File: config.mk
export PLATFORM = sky130hd
export DESIGN_NAME = mult_div_sequencer
export DESIGN_NICKNAME = d
export VERILOG_FILES = /design/src/rtl/mult_div_sequencer_pkg.sv /design/src/rtl/mult_div_step.sv /design/src/rtl/mult_div_sequencer.sv
export SDC_FILE = /design/constraint.sdc
export NUM_CORES = 1
export LEC_CHECK = 0
export BUFFER_PORTS_ARGS = -buffer_cell sky130_fd_sc_hd__buf_2
export CAP_MARGIN = 10
export CORE_MARGIN = 2
export CORE_UTILIZATION = 39
export CTS_BUF_LIST = sky130_fd_sc_hd__clkbuf_4 sky130_fd_sc_hd__clkbuf_8
export DETAILED_ROUTE_END_ITERATION = 8
export PLACE_DENSITY = 0.67
export SLEW_MARGIN = 30
export SYNTH_ARGS = -nofsm -noshare
export SYNTH_HDL_FRONTEND = slang
export SYNTH_SLANG_ARGS = --single-unit
File: constraint.sdc
create_clock -name clk -period 4.2 [get_ports clk]
set_clock_uncertainty 0.2 [all_clocks]
set_input_delay 0.84 -clock clk [delete_from_list [all_inputs] [get_ports clk]]
set_output_delay 0.84 -clock clk [all_outputs]
set_load 0.005 [all_outputs]
File: src/rtl/mult_div_sequencer_pkg.sv
// Shared opcode encodings and sequencer state type for the multiply/divide
// sequencer and its single-iteration step.
package mult_div_sequencer_pkg;

  localparam logic OP_MUL = 1'b0;
  localparam logic OP_DIV = 1'b1;

  typedef enum logic [2:0] {
    IDLE = 3'd0,
    CALC = 3'd1,
    FIX  = 3'd2,
    DONE = 3'd3
  } seq_state_e;

endpackage

File: src/rtl/mult_div_step.sv
// One radix-2 iteration: a Booth multiply step (with arithmetic shift right)
// or a non-restoring divide step (with shift left), purely combinational.
module mult_div_step
  import mult_div_sequencer_pkg::*;
#(
  parameter int unsigned N = 4
) (
  input  logic         op_i,
  input  logic [N:0]   a_i,
  input  logic [N-1:0] q_i,
  input  logic         q1_i,
  input  logic [N:0]   m_i,
  output logic [N:0]   a_o,
  output logic [N-1:0] q_o,
  output logic         q1_o
);

  logic [N:0] sum;
  logic [N:0] shl_a;

  always_comb begin
    a_o   = a_i;
    q_o   = q_i;
    q1_o  = q1_i;
    sum   = a_i;
    shl_a = '0;
    if (op_i == OP_MUL) begin
      unique case ({q_i[0], q1_i})
        2'b10:   sum = a_i - m_i;
        2'b01:   sum = a_i + m_i;
        default: sum = a_i;
      endcase
      // Arithmetic shift right of {A,Q,Q_1}; the guard bit keeps the sign.
      a_o  = {sum[N], sum[N:1]};
      q_o  = {sum[0], q_i[N-1:1]};
      q1_o = q_i[0];
    end else begin
      shl_a = {a_i[N-1:0], q_i[N-1]};
      sum   = a_i[N] ? (shl_a + m_i) : (shl_a - m_i);
      a_o   = sum;
      q_o   = {q_i[N-2:0], ~sum[N]};
    end
  end

endmodule

File: src/rtl/mult_div_sequencer.sv
// N-cycle radix-2 sequencer: signed Booth multiply (op=0) or unsigned
// non-restoring divide (op=1) with a start/ready/busy/done handshake.
module mult_div_sequencer
  import mult_div_sequencer_pkg::*;
#(
  parameter int unsigned N = 4
) (
  input  logic         clk,
  input  logic         rst,
  input  logic         start,
  input  logic         op,
  input  logic [N-1:0] data_a,
  input  logic [N-1:0] data_b,
  output logic         ready,
  output logic         busy,
  output logic         done,
  output logic [N-1:0] result_hi,
  output logic [N-1:0] result_lo,
  output logic         div_by_zero
);

  localparam int unsigned CW = $clog2(N + 1);

  seq_state_e    state_q, state_d;
  logic [CW-1:0] cnt_q, cnt_d;
  logic [N:0]    a_q, a_d;
  logic [N-1:0]  q_q, q_d;
  logic          q1_q, q1_d;
  logic [N:0]    m_q, m_d;
  logic          op_q, op_d;
  logic          ready_q, ready_d;
  logic          busy_q, busy_d;
  logic          done_q, done_d;
  logic [N-1:0]  res_hi_q, res_hi_d;
  logic [N-1:0]  res_lo_q, res_lo_d;
  logic          dbz_q, dbz_d;

  logic [N:0]    step_a;
  logic [N-1:0]  step_q;
  logic          step_q1;
  logic [N:0]    a_fix;

  mult_div_step #(.N(N)) u_step (
    .op_i (op_q),
    .a_i  (a_q),
    .q_i  (q_q),
    .q1_i (q1_q),
    .m_i  (m_q),
    .a_o  (step_a),
    .q_o  (step_q),
    .q1_o (step_q1)
  );

  // Next-state, datapath load/iterate and result capture on DONE entry.
  always_comb begin
    state_d  = state_q;
    cnt_d    = cnt_q;
    a_d      = a_q;
    q_d      = q_q;
    q1_d     = q1_q;
    m_d      = m_q;
    op_d     = op_q;
    done_d   = 1'b0;
    res_hi_d = res_hi_q;
    res_lo_d = res_lo_q;
    dbz_d    = dbz_q;
    a_fix    = a_q[N] ? (a_q + m_q) : a_q;

    unique case (state_q)
      IDLE: begin
        if (start) begin
          op_d  = op;
          a_d   = '0;
          q_d   = data_a;
          q1_d  = 1'b0;
          cnt_d = CW'(N);
          dbz_d = 1'b0;
          if (op == OP_DIV) begin
            m_d = {1'b0, data_b};
            if (data_b == '0) begin
              state_d  = DONE;
              res_hi_d = data_a;
              res_lo_d = '1;
              dbz_d    = 1'b1;
            end else begin
              state_d = CALC;
            end
          end else begin
            m_d     = {data_b[N-1], data_b};
            state_d = CALC;
          end
        end
      end
      CALC: begin
        a_d   = step_a;
        q_d   = step_q;
        q1_d  = step_q1;
        cnt_d = cnt_q - CW'(1);
        if (cnt_q == CW'(1)) begin
          if (op_q == OP_DIV) begin
            state_d = FIX;
          end else begin
            state_d  = DONE;
            res_hi_d = step_a[N-1:0];
            res_lo_d = step_q;
          end
        end
      end
      FIX: begin
        a_d      = a_fix;
        res_hi_d = a_fix[N-1:0];
        res_lo_d = q_q;
        state_d  = DONE;
      end
      DONE: begin
        done_d  = 1'b1;
        state_d = IDLE;
      end
      default: state_d = IDLE;
    endcase

    ready_d = (state_d == IDLE);
    busy_d  = (state_d != IDLE);
  end

  always_ff @(posedge clk or negedge rst) begin
    if (!rst) begin
      state_q  <= IDLE;
      cnt_q    <= '0;
      a_q      <= '0;
      q_q      <= '0;
      q1_q     <= 1'b0;
      m_q      <= '0;
      op_q     <= OP_MUL;
      ready_q  <= 1'b1;
      busy_q   <= 1'b0;
      done_q   <= 1'b0;
      res_hi_q <= '0;
      res_lo_q <= '0;
      dbz_q    <= 1'b0;
    end else begin
      state_q  <= state_d;
      cnt_q    <= cnt_d;
      a_q      <= a_d;
      q_q      <= q_d;
      q1_q     <= q1_d;
      m_q      <= m_d;
      op_q     <= op_d;
      ready_q  <= ready_d;
      busy_q   <= busy_d;
      done_q   <= done_d;
      res_hi_q <= res_hi_d;
      res_lo_q <= res_lo_d;
      dbz_q    <= dbz_d;
    end
  end

  assign ready       = ready_q;
  assign busy        = busy_q;
  assign done        = done_q;
  assign result_hi   = res_hi_q;
  assign result_lo   = res_lo_q;
  assign div_by_zero = dbz_q;

endmodule

**Yosys cells after proc, flatten, opt, wreduce, memory -nomap -nowiden**

Cells that the tools add are included.

- Register bits after elaboration: 34
- Output and inout bits: 12
- Input port bits: 12
- Logic and storage cells: 77

- Bitwise gates (word level): 1
- Reduce and logical (&&, ||, !) cells: 11
- Multiplexer cells: 36
- Add/subtract/negate cells: 5
- Equal/unequal tests: 11

Operators by type and width:

| operator | count |
|---|---|
| two-way mux 4 bit | 12 |
| two-way mux 5 bit | 5 |
| one-hot mux 4 bit (3 select lines) | 2 |
| one-hot mux 5 bit (3 select lines) | 1 |
| two-way mux 3 bit | 4 |
| adder 5 bit | 2 |
| != test 2 bit, second input constant | 5 |
| one-hot mux 5 bit (2 select lines) | 1 |
| subtractor 5 bit | 2 |
| one-hot mux 3 bit (3 select lines) | 1 |
| one-hot mux 4 bit (2 select lines) | 1 |
| equality test 3 x 1 -> 1 bit, second input constant | 2 |
| equality test 3 x 2 -> 1 bit, second input constant | 2 |
| zero test 3 bit | 2 |
| two-way mux 1 bit | 6 |
| one-hot mux 3 bit (2 select lines) | 1 |
| AND reduction 2 bit | 3 |
| AND reduction 6 bit | 1 |
| nonzero test 3 bit | 2 |
| zero test 4 bit | 1 |
| AND reduction 3 bit | 1 |
| subtractor 3 x 1 -> 3 bit, second input constant | 1 |
| equality test 2 x 1 -> 1 bit, second input constant | 1 |
| equality test 2 bit, second input constant | 1 |
| 4 further kinds | 4 |

**Depth between registers and ports, before layout**

Gate-level depths: netlist of the first run.

- Word-level depth: 7
- Depth in mapped cells: 10
- Gate-level depth less buffers: 10

**By module**

From an unflattened synthesis of the first run, not the netlist that was laid out.

- Cell total of the unflattened synthesis: 232
- Area total of the unflattened synthesis: 2267.2 um^2

Modules (own cells, without submodules):

| module | times used | seq. area each (um^2) | cells each | area an instance (um^2) |
|---|---|---|---|---|
| mult_div_sequencer | 1 | 852.1 | 155 | 1666.6 |
| mult_div_step | 1 | 0.0 | 77 | 600.6 |

**Worst setup path after synthesis of the first run**

OpenSTA, ideal clock, no wires.

- Path kind: register -> register
- From: register m_q[1]
- To: register res_hi_q[3] (netlist: result_hi[3])
- Library setup time: 0.126 ns
- Data required time: 3.874 ns
- Cell stages (with the launch flop): 11
- Arrival: 2.323 ns
- Buffers on the path: 0
- Path slack: 1.551 ns
- Clock period less this slack: 2.649 ns
- Cell sequence: dfrtp_1 -> inv_1 -> ha_1 -> mux2_2 -> ha_1 -> a21o_1 -> a21oi_1 -> xor2_1 -> a22oi_1 -> o311a_1 -> o32a_1

- Longest elaborated chain between the ends: 6
- Elaborated cells on any way between the ends: 11
- Those cells by class: 4 x add/sub; 7 x mux

Ends and longest elaborated chain:

| what | line | text |
|---|---|---|
| start, declared | mult_div_sequencer.sv:29 | `logic [N:0] m_q, m_d;` |
| start signal, assigned | mult_div_sequencer.sv:147 | `m_q <= m_d;` |
| adder 5 bit (tied with other cells) | mult_div_step.sv:30, mult_div_sequencer.sv:67 |  |
| one-hot mux 5 bit (2 select lines) or two-way mux 5 bit (tied branches) | mult_div_step.sv:28, mult_div_step.sv:39 |  |
| two-way mux 5 bit | mult_div_step.sv:27 | `if (op_i == OP_MUL) begin` |
| two-way mux 4 bit | mult_div_sequencer.sv:100 | `if (op_q == OP_DIV) begin` |
| two-way mux 4 bit | mult_div_sequencer.sv:99 | `if (cnt_q == CW'(1)) begin` |
| one-hot mux 4 bit (3 select lines) * | mult_div_sequencer.sv:69 | `unique case (state_q)` |
| end signal, assigned | mult_div_sequencer.sv:152 | `res_hi_q <= res_hi_d;` |
| end, declared | mult_div_sequencer.sv:34 | `logic [N-1:0] res_hi_q, res_hi_d;` |

Every way passes the cells marked *; elsewhere a longest branch is shown, timed or not. The select of a mux whose other input is x is not followed.
A chain may end at the register's enable or synchronous reset.

**Final worst setup path of the first run**

- From: register m_q[0]
- To: register res_hi_q[3] (netlist: result_hi[3])

The elaborated chain is that of the path after synthesis.

==> metrics.cfg, run 1 <==
[synthesis]
syn-instance-count=249
syn-num-nets=281
syn_area_per_cell_um2=9.44
ys_seq_area_share_pct=36.3
synth-warning-count=0
post_synth_num_cell_types=54
synth-seq-cells=34
syn-cell-area_mm2=0.00235

[clock_network]
clock_latency_ns=0.29
cts-resized-gates=0
cts.sinks=34
cts_max_level=2
cts_setup_buffers=0
ctsHoldBuffers=0
cts_max_path_buffers=2
cts-root-buf=clkbuf_8
path_clk_slew_ns=0.07
cts_tree=built
cts_made_buffers=5

[grt]
antenna_found_initial=0
gr-total-overflow=0
grt_util_all_layers_pct=17.1
grt_pass1_vias=1688
grt_pass1_wl_mm=8.45
grt_start_max_net_pins=35

[finish]
drive_gt1_share_pct=16.8
fin_area_mm2=0.00257
antenna_cells=0
final_cells=343
syn_to_final_growth_pct=9.21
final_cell_mix=33 x dfrtp_1, 26 x nor2_1, 23 x buf_2, 17 x a21oi_1, 17 x ha_1
layout.nets=299
layout_commonest_cell=dfrtp_1

[floorplan]
core_mm2=0.00589
rows=28
die_y_um=81.6
die_w_um=81.6
die_area_mm2=0.00666
start_util_pct=39.9
io_pins=24

[power_and_ir_drop]
seqPwrFrac_pct=33.5
power.density_mw_per_mm2=684
leakagePower_nw=1.18
peakVddDrop_mv=0.226
swShare_pct=43.5
p_int_w=0.000993
pwr-share-comb_pct=52.0
p_sw_w=0.000763
clkPwrFrac_pct=14.5

[worst_hold_path]
hold-path-cell-count=1
hold-path-endpoint=cnt_q[2]$_DFFE_PN0P_
min-delay-path-class=register to register
hp-start=cnt_q[2]$_DFFE_PN0P_

[route]
ant_nets=0
detail_route.iter0.violations=147
routed_wl_mm=5.16
first_pass_iters=6
wire_per_inst_um=15.0
routed_via_density=5.29
vias=1816
drcViolationCount=0

[worst_setup_path]
crit_family=compound AO/OA/AOI/OAI gates
slowest_stage=dfrtp_1
r2r_cells=10
ff2ff_setup_slack_ns=1.38
r2r_start=m_q[0]$_DFFE_PN0P_
crit_path_start_kind=register
crit_path_end_kind=register
crit_top_cell=ha_1
r2r_end=result_hi[3]$_DFFE_PN0P_
cp_cell_sequence=inv_1 > ha_1 > mux2_2 > ha_1 > a21o_1 > a21oi_1 > xor2_1 > a22oi_1 > o311a_1 > o32a_1
worstSetupPathDepth=10
worstPathArrival_ns=2.80
path_class=register to register
required_ns=4.17
crit_fanout=5
worst_path_largest_cell_delay_ns=0.46
path_buf_inv=1

[placed_design]
gp_congestion=0.836
place_area_mm2=0.00247
place_ws_ns=1.39
placed_cells=335
portBuffers=23
dp_hpwl_mm=3.86

[timing]
min_period_ns=2.82
slew_headroom_pct=48.1
finalSetupViolCount=0
finalCritPeriodShare_pct=67.3
tightest_slew_ns=0.778
rsz0062_at_grt=false
finalHoldViolations=0
max_freq_mhz=354
setup_ws_ns=1.38
drv_slew=0
fin_setup_tns_ns=0

[status]
status=finished clean

[run]
cap_violations=0

cells by family after synthesis:
| group | count (synthesis) | share of synthesized area [%] |
|---|---|---|
| AOI/OAI and AO/OA | 76 | 21.8 |
| and+or+nand+nor | 63 | 12.6 |
| DFF | 34 | 36.3 |
| buffers and inverters | 31 | 6.92 |
| adders and majority gates | 20 | 11.6 |
| muxes | 13 | 5.80 |
| xor gates and xnor gates | 11 | 4.90 |
| other | 1 | 0.160 |
worst max-delay path by stage:
stage                       start  slack [ns]                  endpoint
6_report       m_q[0]$_DFFE_PN0P_        1.38  result_hi[3]$_DFFE_PN0P_
5_1_grt        m_q[1]$_DFFE_PN0P_        1.18  result_hi[3]$_DFFE_PN0P_
4_1_cts        m_q[1]$_DFFE_PN0P_        1.38  result_hi[3]$_DFFE_PN0P_
3_5_place_dp   m_q[1]$_DFFE_PN0P_        1.39  result_hi[3]$_DFFE_PN0P_
3_3_place_gp   a_q[4]$_DFFE_PN0P_        1.41  result_hi[3]$_DFFE_PN0P_
2_1_floorplan  m_q[1]$_DFFE_PN0P_        1.55  result_hi[3]$_DFFE_PN0P_
synthesized netlist by cell type, drive strengths merged:
| cell | n | area (um2) |
|---|---|---|
| dfrtp | 33 | 826 |
| nor2 | 26 | 97.6 |
| a21oi | 19 | 103 |
| inv | 18 | 67.6 |
| ha | 17 | 213 |
| o21ai | 16 | 80.1 |
| nand2 | 15 | 56.3 |
| a31oi | 8 | 50.1 |
| mux2i | 8 | 80.1 |
| buf | 7 | 62.6 |
| xnor2 | 7 | 61.3 |
| clkbuf | 6 | 32.5 |
| nand3 | 6 | 30.0 |
| a211oi | 5 | 37.5 |
| mux2 | 5 | 56.3 |
| nand2b | 5 | 38.8 |
| a21o | 4 | 30.0 |
| nor3 | 4 | 25.0 |
| xor2 | 4 | 53.8 |
| a221oi | 3 | 32.5 |
| a22oi | 3 | 22.5 |
| fa | 3 | 60.1 |
| o31ai | 3 | 27.5 |
| a211o | 2 | 17.5 |
| o21a | 2 | 15.0 |
| o21bai | 2 | 15.0 |
| o311a | 2 | 20.0 |
| o32a | 2 | 20.0 |
| and2 | 1 | 6.26 |
| and2b | 1 | 7.51 |
| conb | 1 | 3.75 |
| dfstp | 1 | 26.3 |
| nand3b | 1 | 7.51 |
| nor2b | 1 | 6.26 |
| nor3b | 1 | 7.51 |
| nor4 | 1 | 6.26 |
| o211a | 1 | 10.0 |
| o211ai | 1 | 7.51 |
| o221ai | 1 | 8.76 |
| o22a | 1 | 8.76 |
| o22ai | 1 | 6.26 |
| or3 | 1 | 6.26 |
power groups by stage:
| stage | registers (W) | logic, W | clock network (W) |
|---|---|---|---|
| after floorplan | 0.000537 | 0.000779 | 0 |
| after global placement | 0.000589 | 0.000900 | 0 |
| after detailed placement | 0.000594 | 0.000912 | 0 |
| after CTS | 0.000589 | 0.000918 | 0.000263 |
| after global routing | 0.000611 | 0.00104 | 0.000272 |
| final | 0.000589 | 0.000912 | 0.000254 |
layout make-up:
| class | instances | area [um2] |
|---|---|---|
| Clock buffer | 6 | 82.6 |
| Clock inverter | 2 | 12.5 |
| Fill cell | 598 | 3320 |
| Inverter | 18 | 67.6 |
| Multi-Input combinational cell | 184 | 1340 |
| Sequential cell | 34 | 852 |
| Tap cell | 75 | 93.8 |
| Timing Repair Buffer | 24 | 123 |
sequential cells by signal, summed over array words and instances, names as in the netlist, 3 cells and up:
| register | count |
|---|---|
| a_q | 5 |
| cnt_q | 3 |
| m_q | 5 |
| q_q | 4 |
| result_hi | 4 |
| result_lo | 4 |
| state_q | 3 |
routing by layer:
metal | part of all wire (%) | track usage (%)
met5 | 0 | 0
met1 | 47 | 24.6
met2 | 47 | 26.3
met4 | 0.74 | 3.33
met3 | 4.8 | 3.96
per-stage QoR:
step	hold slack (ns)	utilization [%]	total power (W)
floorplan	0.254	-	0.00132
global placement	0.273	42.0	0.00149
detailed placement	0.277	42.0	0.00151
CTS	0.295	43.6	0.00177
global route	0.317	43.6	0.00193
finish	0.292	43.6	0.00176
Power figures use the tool's default switching activity.
==> inputs of run 2 (changes only) <==
PLACE_DENSITY = 0.69   (was 0.67)
clock period = 2.55 ns   (was 4.2 ns; I/O delays follow)
==> metrics.cfg, run 2 (synthesized netlist as in run 1, its figures left out) <==
[status]
status=finished, violations left
violations=setup timing

[grt]
gr-total-overflow=0
grt_pass1_wl_mm=9.07
grt_start_max_net_pins=35
antenna_found_initial=0
grt_pass1_vias=1863
grt_util_all_layers_pct=18.2

[clock_network]
ctsHoldBuffers=0
cts_tree=built
cts_max_level=2
path_clk_slew_ns=0.08
cts.sinks=34
cts-root-buf=clkbuf_8
cts_made_buffers=5
clock_latency_ns=0.30
cts_max_path_buffers=2

[timing]
fin_setup_tns_ns=-0.0265
drv_slew=0
finalSetupViolCount=1
finalCritPeriodShare_pct=101
finalHoldViolations=0
timing.hold.ws_ns=0.0833
rsz0062_at_grt=true
min_period_ns=2.58
tightest_slew_ns=0.773
max_freq_mhz=388
setup_ws_ns=-0.0265
slew_headroom_pct=48.5

[worst_setup_path]
required_ns=2.54
r2r_cells=10
crit_top_cell=ha_4
cp_cell_sequence=inv_2 > ha_4 > mux2_4 > ha_4 > a21o_1 > a21oi_2 > xor2_1 > a22oi_1 > o311a_1 > o32a_1
path_buf_inv=1
worst_path_largest_cell_delay_ns=0.43
crit_path_start_kind=register
worstPathArrival_ns=2.56
crit_path_end_kind=register
crit_fanout=4
ff2ff_setup_slack_ns=-0.03
path_class=register to register
r2r_end=result_hi[3]$_DFFE_PN0P_
r2r_start=m_q[0]$_DFFE_PN0P_
crit_family=compound AO/OA/AOI/OAI gates
slowest_stage=dfrtp_1

[power_and_ir_drop]
pwr-share-comb_pct=58.1
p_sw_w=0.00143
leakagePower_nw=1.32
p_int_w=0.00199
power.density_mw_per_mm2=1190
seqPwrFrac_pct=26.8
p_total_w=0.00342
clkPwrFrac_pct=15.1
peakVddDrop_mv=0.425
swShare_pct=41.9

[route]
vias=1943
ant_nets=0
wire_per_inst_um=15.2
first_pass_iters=4
routed_wl_mm=5.62
drcViolationCount=0
routed_via_density=5.27
detail_route.iter0.violations=164

[finish]
layout_commonest_cell=dfrtp_1
syn_to_final_growth_pct=22.4
antenna_cells=0
drive_gt1_share_pct=29.9
top_regs=a_q (5), m_q (5)
fin_area_mm2=0.00288
layout.nets=325
final_cells=369
final_cell_mix=33 x dfrtp_1, 26 x nor2_1, 26 x buf_4, 23 x buf_2, 15 x nand2_1

[floorplan]
die_y_um=81.6
die_w_um=81.6
start_util_pct=39.9
io_pins=24
core_mm2=0.00589
rows=28
die_area_mm2=0.00666

[placed_design]
place_area_mm2=0.00265
portBuffers=23
dp_hpwl_mm=4.20
gp_congestion=0.862
placed_cells=358

[run]
cap_violations=0

[worst_hold_path]
min-delay-path-class=input port to asynchronous set/reset pin

## run 2: cell count changes in the layout (fill, tap and decap cells not counted), sizes merged
cell / before / now
bufinv: 0 / 1
clkinv: 1 / 0
clkbuf: 6 / 5
buf: 24 / 50
clkinvlp: 1 / 2
## run 2: layout make-up
| type | instances | area, um2 |
|---|---|---|
| fillers | 580 | 3010 |
| flip-flops and latches | 34 | 852 |
| well taps | 75 | 93.8 |
| repair buffers | 50 | 322 |
| inverters | 18 | 67.6 |
| clock inverters | 3 | 45.0 |
| multi-input cells | 184 | 1430 |
| clock buffers | 5 | 68.8 |
## run 2: timing repair
item / 4_1_cts / 5_1_grt
resized for setup: 7 / 11
cloned: 0 / 0
pin swaps: 8 / 7
setup buffers: 2 / 1
endpoints found under the setup margin: 5 / 7
## run 2: how the worst max path moves through the flow
stage                             startpoint                       end  slack [ns]  depth (start not counted)
final                     m_q[0]$_DFFE_PN0P_  result_hi[3]$_DFFE_PN0P_       -0.03                         10
after global routing      m_q[0]$_DFFE_PN0P_  result_hi[3]$_DFFE_PN0P_       -0.13                         10
after CTS                 m_q[0]$_DFFE_PN0P_  result_hi[3]$_DFFE_PN0P_       -0.09                         10
after detailed placement  m_q[0]$_DFFE_PN0P_  result_hi[3]$_DFFE_PN0P_       -0.09                         10
after global placement    m_q[0]$_DFFE_PN0P_  result_hi[3]$_DFFE_PN0P_       -0.03                         10
after floorplan           m_q[1]$_DFFE_PN0P_  result_hi[3]$_DFFE_PN0P_        0.03                         10
## run 2: through the flow
step | worst slack (ns) | utilization [%]
after floorplan | 0.0251 | -
after global placement | -0.0282 | 45.0
after detailed placement | -0.0883 | 45.0
after CTS | -0.0931 | 48.0
after global routing | -0.131 | 48.9
final | -0.0265 | 48.9
## run 2: power groups by stage
stage / Clock, W / Combinational, W / Sequential [W]
floorplan: 0 / 0.00130 / 0.000886
global placement: 0 / 0.00176 / 0.000916
detailed placement: 0 / 0.00178 / 0.000924
CTS: 0.000529 / 0.00187 / 0.000917
global route: 0.000545 / 0.00222 / 0.000948
finish: 0.000517 / 0.00199 / 0.000918
## run 2: routing by layer
metal  track usage, %  part of all wire, %  vias up  wire, um
met2             29.7                   47       41      2660
met3             4.07                  4.8        8       267
met5                0                    0        -         0
met1             24.2                   47      930      2620
met4             5.17                  1.4        0        77
li1                 -                    -      964         -
==> inputs of run 3 (changes only) <==
RECOVER_POWER = 100   (was default)
==> metrics.cfg, run 3 (synthesized netlist as in run 1, its figures left out) <==
[timing]
finalHoldViolations=0
finalCritPeriodShare_pct=101
min_period_ns=2.57
rsz0062_at_grt=true
max_freq_mhz=389
setup_ws_ns=-0.0224
tightest_slew_ns=1.84
drv_slew=35
finalSetupViolCount=1
timing.hold.ws_ns=0.242
slew_headroom_pct=-22.6

[worst_setup_path]
cp_cell_sequence=inv_2 > ha_4 > mux2_4 > ha_4 > a21o_1 > a21oi_2 > xor2_1 > a22oi_1 > o311a_1 > o32a_1
r2r_end=result_hi[3]$_DFFE_PN0P_
worstPathArrival_ns=2.56
crit_path_start_kind=register
path_class=register to register
r2r_start=m_q[0]$_DFFE_PN0P_
crit_path_end_kind=register
required_ns=2.54
ff2ff_setup_slack_ns=-0.02
r2r_cells=10
crit_fanout=4
crit_top_cell=ha_4
slowest_stage=dfrtp_1
worst_path_largest_cell_delay_ns=0.43

[status]
violations=capacitance limit, slew limit, setup timing
status=finished, violations left

[finish]
antenna_cells=0
layout.nets=325
n_fill_cell=587
final_util_pct=48.4
syn_to_final_growth_pct=21.2
drive_gt1_share_pct=24.8
top_regs=a_q (5), m_q (5)
final_cell_mix=33 x dfrtp_1, 26 x nor2_1, 24 x buf_4, 15 x nand2_1, 14 x a21oi_1
layout_commonest_cell=dfrtp_1
final_cells=369

[route]
routed_wl_mm=5.61
detail_route.iter0.violations=159
ant_nets=0
vias=1953
wire_per_inst_um=15.2
first_pass_iters=4
routed_via_density=5.29
drcViolationCount=0

[grt]
grt_util_all_layers_pct=18.2
grt_start_max_net_pins=35
grt_pass1_vias=1863
antenna_found_initial=0
gr-total-overflow=0
grt_pass1_wl_mm=9.07

[clock_network]
cts.sinks=34
cts_tree=built
cts_made_buffers=5
clock_latency_ns=0.30
cts_max_level=2
cts_max_path_buffers=2
path_clk_slew_ns=0.08
cts-root-buf=clkbuf_8

[power_and_ir_drop]
power.density_mw_per_mm2=1190
seqPwrFrac_pct=27.0
leakagePower_nw=1.29
swShare_pct=42.1
p_int_w=0.00197
peakVddDrop_mv=0.422
clkPwrFrac_pct=15.3
pwr-share-comb_pct=57.8
p_sw_w=0.00143

[placed_design]
gp_congestion=0.862
placed_cells=358
portBuffers=23
dp_hpwl_mm=4.20

[floorplan]
core_mm2=0.00589
die_area_mm2=0.00666
rows=28
die_w_um=81.6
io_pins=24
start_util_pct=39.9
die_y_um=81.6

[worst_hold_path]
min-delay-path-class=input port to register
hp-start=data_b[2]
hold-path-endpoint=m_q[2]$_DFFE_PN0P_
hold-path-cell-count=2

[run]
cap_violations=1

-- run 3: cell types whose count changed in the layout (fill, tap and decap cells not counted) --
cell | before | now
o21ai_0 | 4 | 10
o31ai_2 | 1 | 0
buf_2 | 23 | 11
buf_1 | 0 | 1
buf_4 | 26 | 24
o21ai_1 | 11 | 5
clkbuf_1 | 0 | 13
o31ai_1 | 2 | 3
-- run 3: repair_timing --
item	in CTS	in global routing
pin swaps	8	7
gates resized for setup	7	11
setup endpoints to repair	5	7
hold buffers	0	0
gates cloned	0	0
setup buffers	2	1
-- run 3: worst max path at each step --
stage / start / to / slack [ns] / cells after the start
3_3_place_gp: m_q[0]$_DFFE_PN0P_ / result_hi[3]$_DFFE_PN0P_ / -0.03 / 10
6_report: m_q[0]$_DFFE_PN0P_ / result_hi[3]$_DFFE_PN0P_ / -0.02 / 10
4_1_cts: m_q[0]$_DFFE_PN0P_ / result_hi[3]$_DFFE_PN0P_ / -0.09 / 10
5_1_grt: m_q[0]$_DFFE_PN0P_ / result_hi[3]$_DFFE_PN0P_ / -0.13 / 10
3_5_place_dp: m_q[0]$_DFFE_PN0P_ / result_hi[3]$_DFFE_PN0P_ / -0.09 / 10
2_1_floorplan: m_q[1]$_DFFE_PN0P_ / result_hi[3]$_DFFE_PN0P_ / 0.03 / 10
-- run 3: routing by layer --
layer | up-vias | wire [um] | track usage (%)
met5 | - | 0 | 0
met4 | 0 | 73 | 5.17
met3 | 8 | 362 | 4.07
met2 | 53 | 2650 | 29.7
met1 | 927 | 2530 | 24.2
li1 | 965 | - | -
-- run 3: power by group through the flow --
| stage | clock network, W | logic (W) | registers, W |
|---|---|---|---|
| finish | 0.000519 | 0.00197 | 0.000917 |
| global placement | 0 | 0.00176 | 0.000916 |
| CTS | 0.000529 | 0.00187 | 0.000917 |
| floorplan | 0 | 0.00130 | 0.000886 |
| global route | 0.000545 | 0.00220 | 0.000949 |
| detailed placement | 0 | 0.00178 | 0.000924 |
-- run 3: per-stage QoR --
stage / setup WS, ns / instance area, um2 / TNS [ns] / total power (W)
2_1_floorplan: 0.0251 / 2360 / 0 / 0.00219
6_report: -0.0224 / 2850 / -0.0224 / 0.00340
5_1_grt: -0.131 / 2850 / -0.337 / 0.00369
4_1_cts: -0.0931 / 2820 / -0.135 / 0.00331
3_3_place_gp: -0.0282 / 2650 / -0.0336 / 0.00268
3_5_place_dp: -0.0883 / 2650 / -0.147 / 0.00271
-- run 3: final cells by class --
class	count	area, um2	share of cell area (%)
Sequential cell	34	852	29.9
Inverter	18	67.6	2.37
Timing Repair Buffer	50	299	10.5
Multi-Input combinational cell	184	1420	49.9
Clock buffer	5	68.8	2.42
Clock inverter	3	45.0	1.58
Tap cell	75	93.8	3.30
-- run 3: worst max-delay path: cells and delay by family (launching register included) --
kind / cells / cell delay, ns
compound gates: 5 / 0.87
flops: 1 / 0.43
fa+ha+maj: 2 / 0.41
mux: 1 / 0.30
xor+xnor: 1 / 0.16
buf+inv: 1 / 0.10
